File: src/rtl/mesh_router_sync.sv
// mesh_router_sync: clocked 5-port mesh router with XY routing, per-port input FIFOs and
// per-output arbiters. Define MESH_ROUTER_RR_ARB_EN for round-robin arbitration.
module mesh_router_sync #(
    parameter int         n       = 32,
    parameter int         XW      = 4,
    parameter int         YW      = 4,
    parameter int         srcx    = 0,
    parameter int         srcy    = 0,
    parameter int         DEPTH   = 4,
    parameter logic [4:0] PORT_EN = 5'b11111
) (
    input  logic           clk,
    input  logic           rst,
    input  logic [4:0]     in_req,
    output logic [4:0]     in_ack,
    input  logic [5*n-1:0] in_data,
    output logic [4:0]     out_req,
    input  logic [4:0]     out_ack,
    output logic [5*n-1:0] out_data,
    output logic           err
);
    localparam int AW = $clog2(DEPTH);
    localparam int PW = AW + 1;

    logic         live_q, live_d;
    logic         err_q, err_d;
    logic [4:0]   head_vld;
    logic [4:0]   fifo_full;
    logic [n-1:0] head_data [5];
    logic [4:0]   route [5];
    logic [4:0]   drop;
    logic [4:0]   req [5];
    logic [4:0]   gnt [5];
    logic [4:0]   load;
    logic [4:0]   pop;
    logic [4:0]   ovld_q, ovld_d;
    logic [n-1:0] odata_q [5];
    logic [n-1:0] odata_d [5];

    // Dimension-ordered route: X first, then Y, else local (one-hot, bit = port)
    function automatic logic [4:0] route_of(
        input logic [XW-1:0] dx,
        input logic [YW-1:0] dy
    );
        logic [4:0] r;
        if (int'(dx) > srcx) r = 5'b00100;
        else if (int'(dx) < srcx) r = 5'b10000;
        else if (int'(dy) > srcy) r = 5'b00010;
        else if (int'(dy) < srcy) r = 5'b01000;
        else r = 5'b00001;
        return r;
    endfunction

    for (genvar i = 0; i < 5; i++) begin : g_port
        if (PORT_EN[i]) begin : g_fifo
            logic [n-1:0]  mem_q [DEPTH];
            logic [PW-1:0] wptr_q, wptr_d;
            logic [PW-1:0] rptr_q, rptr_d;
            logic          wr;

            // Advance write pointer on handshake, read pointer on pop
            always_comb begin
                wr     = in_req[i] & in_ack[i];
                wptr_d = wptr_q + PW'(wr);
                rptr_d = rptr_q + PW'(pop[i]);
            end

            // Pointer registers; clearing them flushes the FIFO
            always_ff @(posedge clk or negedge rst) begin
                if (!rst) begin
                    wptr_q <= '0;
                    rptr_q <= '0;
                end else begin
                    wptr_q <= wptr_d;
                    rptr_q <= rptr_d;
                end
            end

            // Storage: validity is carried by the pointers alone
            always_ff @(posedge clk) begin
                if (wr) mem_q[wptr_q[AW-1:0]] <= in_data[i*n +: n];
            end

            assign fifo_full[i] = (wptr_q[AW-1:0] == rptr_q[AW-1:0])
                                  && (wptr_q[AW] != rptr_q[AW]);
            assign head_vld[i]  = wptr_q != rptr_q;
            assign head_data[i] = mem_q[rptr_q[AW-1:0]];
            assign in_ack[i]    = live_q & ~fifo_full[i];
        end else begin : g_off
            assign fifo_full[i] = 1'b0;
            assign head_vld[i]  = 1'b0;
            assign head_data[i] = '0;
            assign in_ack[i]    = 1'b0;
        end
    end

    // Route heads, flag undeliverable flits, build per-output request vectors
    always_comb begin
        for (int i = 0; i < 5; i++) begin
            route[i] = route_of(head_data[i][n-1 -: XW],
                                head_data[i][n-1-XW -: YW]);
            drop[i]  = head_vld[i]
                       & (((route[i] & PORT_EN) == 5'b0)
                          | ((i == 0) & route[i][0]));
        end
        for (int o = 0; o < 5; o++) begin
            load[o] = ~ovld_q[o] | out_ack[o];
            for (int i = 0; i < 5; i++)
                req[o][i] = head_vld[i] & ~drop[i] & route[i][o];
        end
    end

`ifdef MESH_ROUTER_RR_ARB_EN
    logic [2:0] ptr_q [5];
    logic [2:0] ptr_d [5];

    // Round-robin: search from the slot after the last winner
    always_comb begin
        int   idx;
        logic hit;
        idx = 0;
        hit = 1'b0;
        for (int o = 0; o < 5; o++) begin
            gnt[o]   = '0;
            ptr_d[o] = ptr_q[o];
            hit      = 1'b0;
            for (int k = 1; k <= 5; k++) begin
                idx = (int'(ptr_q[o]) + k) % 5;
                if (load[o] && !hit && req[o][idx]) begin
                    gnt[o][idx] = 1'b1;
                    ptr_d[o]    = 3'(idx);
                    hit         = 1'b1;
                end
            end
        end
    end

    // Pointers restart at 4 so input 0 is searched first
    always_ff @(posedge clk or negedge rst) begin
        if (!rst) begin
            for (int o = 0; o < 5; o++) ptr_q[o] <= 3'd4;
        end else begin
            for (int o = 0; o < 5; o++) ptr_q[o] <= ptr_d[o];
        end
    end
`else
    // Fixed priority: lowest requesting index wins
    always_comb begin
        for (int o = 0; o < 5; o++)
            gnt[o] = load[o] ? (req[o] & (~req[o] + 5'd1)) : 5'b0;
    end
`endif

    // Pop granted or dropped heads, load output registers, latch error
    always_comb begin
        pop   = drop;
        err_d = err_q | (|drop);
        live_d = 1'b1;
        for (int o = 0; o < 5; o++) begin
            ovld_d[o]  = ovld_q[o] & ~out_ack[o];
            odata_d[o] = odata_q[o];
            for (int i = 0; i < 5; i++) begin
                if (gnt[o][i]) begin
                    pop[i]     = 1'b1;
                    ovld_d[o]  = 1'b1;
                    odata_d[o] = head_data[i];
                end
            end
        end
    end

    // Output stage, error flag and input-side liveness
    always_ff @(posedge clk or negedge rst) begin
        if (!rst) begin
            live_q <= 1'b0;
            err_q  <= 1'b0;
            ovld_q <= '0;
            for (int o = 0; o < 5; o++) odata_q[o] <= '0;
        end else begin
            live_q <= live_d;
            err_q  <= err_d;
            ovld_q <= ovld_d;
            for (int o = 0; o < 5; o++) odata_q[o] <= odata_d[o];
        end
    end

    // Disabled outputs are forced quiet
    always_comb begin
        out_req = ovld_q & PORT_EN;
        err     = err_q;
        for (int o = 0; o < 5; o++)
            out_data[o*n +: n] = PORT_EN[o] ? odata_q[o] : '0;
    end

endmodule
File: config.mk
export PLATFORM = sky130hd
export DESIGN_NAME = mesh_router_sync
export DESIGN_NICKNAME = d
export VERILOG_FILES = /design/src/rtl/mesh_router_sync.sv
export SDC_FILE = /design/constraint.sdc
export NUM_CORES = 1
export LEC_CHECK = 0
export BUFFER_PORTS_ARGS = -buffer_cell sky130_fd_sc_hd__buf_4
export CORE_ASPECT_RATIO = 0.5
export CORE_UTILIZATION = 53
export CTS_BUF_LIST = sky130_fd_sc_hd__clkbuf_16
export CTS_CLUSTER_SIZE = 14
export DETAILED_ROUTE_END_ITERATION = 10
export GPL_ROUTABILITY_DRIVEN = 0
export PLACE_DENSITY = 0.81
export SYNTH_ARGS = -nofsm -noshare
export SYNTH_HDL_FRONTEND = slang
export SYNTH_SLANG_ARGS = --single-unit
File: constraint.sdc
create_clock -name clk -period 4.32 [get_ports clk]
set_input_delay 0.432 -clock clk [delete_from_list [all_inputs] [get_ports clk]]
set_output_delay 0.432 -clock clk [all_outputs]
set_load 0.005 [all_outputs]
==> flow_summary.toml <==
[outcome]
status = "completed"

[timing]
worst_pin_slew_ps = 894
min_period_ps = 3800
setup_viol = 0
min_period_over_period_pct = 88.0
finalSetupTns_ps = 0
max_slew_margin_pct = 40.3
slew_viol_final = 0
fmax_ghz = 0.263
setup_slack_ps = 518
hold_viol = 0
rsz0062_at_grt = "false"
clock_skew_ps = 21.4

[power]
p_per_area_nw_per_um2 = 661
power_frac_comb_pct = 33.5
p_sw_share_pct = 33.6
power.share.clock_pct = 23.9
netSwitchingPower_mw = 8.11
p_leak_nw = 13.8
p_int_mw = 16.0
power_frac_seq_pct = 42.7
peakVddDrop_uv = 363
total_power_mw = 24.1

[worst_setup_path]
r2r-end = "g_port[1].g_fifo.rptr_q[2]"
r2r_start = "g_port[0].g_fifo.rptr_q[0]"
critPathLaunch = "g_port[0].g_fifo.rptr_q[0]"
r2r_slack_ps = 520
ff2ff_path_depth = 9
criticalPathCategory = "reg -> reg"
endpoint = "g_port[1].g_fifo.rptr_q[2]"
cp.arrival_ps = 4280
cp-end-kind = "register"
cp_max_fo = 15
worstPathRequired_ps = 4800
worst_setup_path_start_kind = "register"

[logic_synthesis]
yosys_warnings = 0
yosysSeqAreaShare_pct = 72.5
synth_seq_cells = 773
avgSynthCellArea_um2 = 18.6
synth_cells = 1675
syn_area_um2 = 31100
synth_ff_type = "edfxtp_1"
yosysUniqueCellTypes = 54
synth_edf_count = 640
synthArstFlopShare_pct = 17.2

[die]
core-area_um2 = 57700
ioPinCount = 343
core.rowCount = 62
die_area_um2 = 59700
start_util_pct = 53.9
die_w_um = 345
die_y_um = 173

[clocking]
clock-sinks = 773
cts_tree = "done"
postCtsSetupRepairBufs = 0
cts_buffer_depth = 3
cts-root-buf = "clkbuf_16"
htree_levels = 3
clk_latency_ps = 600
cts_made_buffers = 69
cts.clk_slew.worst_paths_ps = 60

[hold_path]
hold_path_class = "in -> reg"
hold_depth = 1

[route]
first_pass_iters = 10
wire_per_inst_um = 28.4
drt_first_iter_violations = 2953
viasPerCell = 6.34
drc = 0
drt_wl_total_um = 81100
dr_total_vias = 18100
drtAntennaViolNets = 0

[cells_and_area]
fin_nets = 2205
fill_cells = 3792
drive_above_1_share_pct = 30.7
area_delta_synth_final_pct = 17.1

[grt]
grt_max_degree = 62
first_global_vias = 17900
grt_usage_pct = 27.4
overflow = 0
antenna_found_initial = 15
grt_first_pass_wirelength_um = 118000

[placement]
pre_cts_ws_ps = 578
hpwl_um = 55900
portBuffers = 278

[flow_run]
cap_violations = 0
## sequential cells by signal, summed over array words and instances, names as in the netlist
register / count
g_port.g_fifo.mem_q: 640
out_data: 96
g_port.g_fifo.rptr_q: 15
g_port.g_fifo.wptr_q: 15
out_req: 5
err: 1
live_q: 1
## worst max-delay path, stage by stage, from the launching register on
cell      delay [ps]
dfrtp_2          650
mux4_2           610
or4_1            630
nor3_1           360
nand3b_1         200
buf_4            290
o211ai_1         260
ha_1             310
ha_1             210
xor2_1           150
## stage by stage
| step | util (%) | std cells | hold slack, ps | area [um2] |
|---|---|---|---|---|
| 3_3_place_gp | 59.4 | 2707 | 456 | 34300 |
| 3_5_place_dp | 59.4 | 2707 | 455 | 34300 |
| 5_1_grt | 63.1 | 2851 | 21.0 | 36400 |
| 4_1_cts | 63.1 | 2837 | 6.06 | 36400 |
| 2_1_floorplan | - | 1738 | 136 | 31400 |
| 6_report | 63.1 | 2853 | 31.6 | 36400 |
## worst min-delay path by stage
stage | start | to | slack, ps
after floorplan | rst | err | 140
after global placement | rst | out_req[4] | 460
after detailed placement | rst | out_req[4] | 450
after CTS | in_data[143] | g_port[4].g_fifo.mem_q[3][15] | 6
after global routing | in_data[138] | g_port[4].g_fifo.mem_q[3][10] | 20
final | in_data[143] | g_port[4].g_fifo.mem_q[3][15] | 30
## power by group through the flow
stage | Clock, mW | Sequential, mW | Combinational, mW
5_1_grt | 6.08 | 10.4 | 8.47
3_3_place_gp | 0 | 10.3 | 7.65
6_report | 5.75 | 10.3 | 8.06
4_1_cts | 5.80 | 10.3 | 7.92
2_1_floorplan | 0 | 10.0 | 4.91
3_5_place_dp | 0 | 10.4 | 7.80
## logic make-up after synthesis
kind of cell / after synthesis / share of synthesized area, %
simple gates: 259 / 4.06
buf+inv: 160 / 2.86
flops: 773 / 72.5
xor+xnor: 25 / 0.704
mux: 221 / 13.5
compound gates: 215 / 5.53
fa+ha+maj: 20 / 0.804
other cells: 2 / 0.0241
## cells in the mapped netlist, types with 2 or more instances
cell      instances  area share [%]
edfxtp_1        640              62
mux4_2          160              12
dfrtp_1         133              11
nand2_1         104             1.3
buf_4            69             1.7
clkbuf_1         65            0.78
mux2i_1          60             1.9
nor2_1           50            0.60
a22oi_1          49             1.2
o211ai_1         34            0.82
a222oi_1         32             1.0
a21oi_1          30            0.48
a22o_1           28            0.79
a221o_1          27            0.87
nand3_1          27            0.43
xor2_1           22            0.62
ha_1             20            0.80
buf_2            19            0.31
and2_1           12            0.24
nor3_1            9            0.14
nor3b_1           8            0.19
and3_1            7            0.14
nor4_1            7            0.14
inv_1             6           0.072
nand2b_1          5            0.10
nor2b_1           5            0.10
or4_1             5            0.12
a21boi_0          4           0.097
or3_1             4           0.080
nand3b_1          3           0.072
xnor2_1           3           0.084
and2_0            2           0.040
conb_1            2           0.024
nand4_1           2           0.040
nor3b_2           2           0.080
o21ai_0           2           0.032
## layout by cell type, fill, tap and decap left out, types with 5 or more instances in the layout
cell type	instances
dfrtp_2	5
o211ai_1	34
mux2i_1	60
diode_2	16
a222oi_1	32
nor2_2	10
nor3_2	5
nand2_1	104
nor4_1	7
conb_1	65
a22o_1	28
a22oi_1	49
or4_1	5
a21oi_1	30
inv_1	40
a221o_1	27
xor2_1	22
and2_1	12
nand3_1	27
clkinv_2	6
ha_1	20
mux4_2	160
buf_4	351
and3_1	7
dfrtp_1	128
nor3_1	5
clkinv_1	8
clkbuf_16	73
edfxtp_1	640
nor3b_2	5
nor2_1	40
nor2b_1	5
nand2b_1	5
## timing repair
action                                 CTS  global route
gates resized for setup                  0             0
hold buffers                             3             0
endpoints found under the hold margin   61             0
## final cells by class
| class | count | area, um2 | share of cell area (%) |
|---|---|---|---|
| Multi-Input combinational cell | 805 | 8030 | 22.0 |
| Inverter | 6 | 22.5 | 0.0618 |
| Timing Repair Buffer | 358 | 2740 | 7.51 |
| Sequential cell | 773 | 22600 | 61.9 |
| Clock buffer | 73 | 1830 | 5.01 |
| Clock inverter | 54 | 269 | 0.738 |
| Antenna cell | 16 | 40.0 | 0.110 |
| Tap cell | 768 | 961 | 2.64 |
## metal layers
layer / part of all wire [%] / routed length, um / vias to the layer above / GRT usage, %
met1: 38 / 31100 / 9237 / 38.5
met5: 0 / 0 / - / 0
met4: 3.9 / 3130 / 0 / 10.7
met3: 10 / 8510 / 175 / 5.86
met2: 47 / 38400 / 1300 / 42.4
li1: - / - / 7380 / -
No activity file was read; power rests on OpenSTA's default activity.
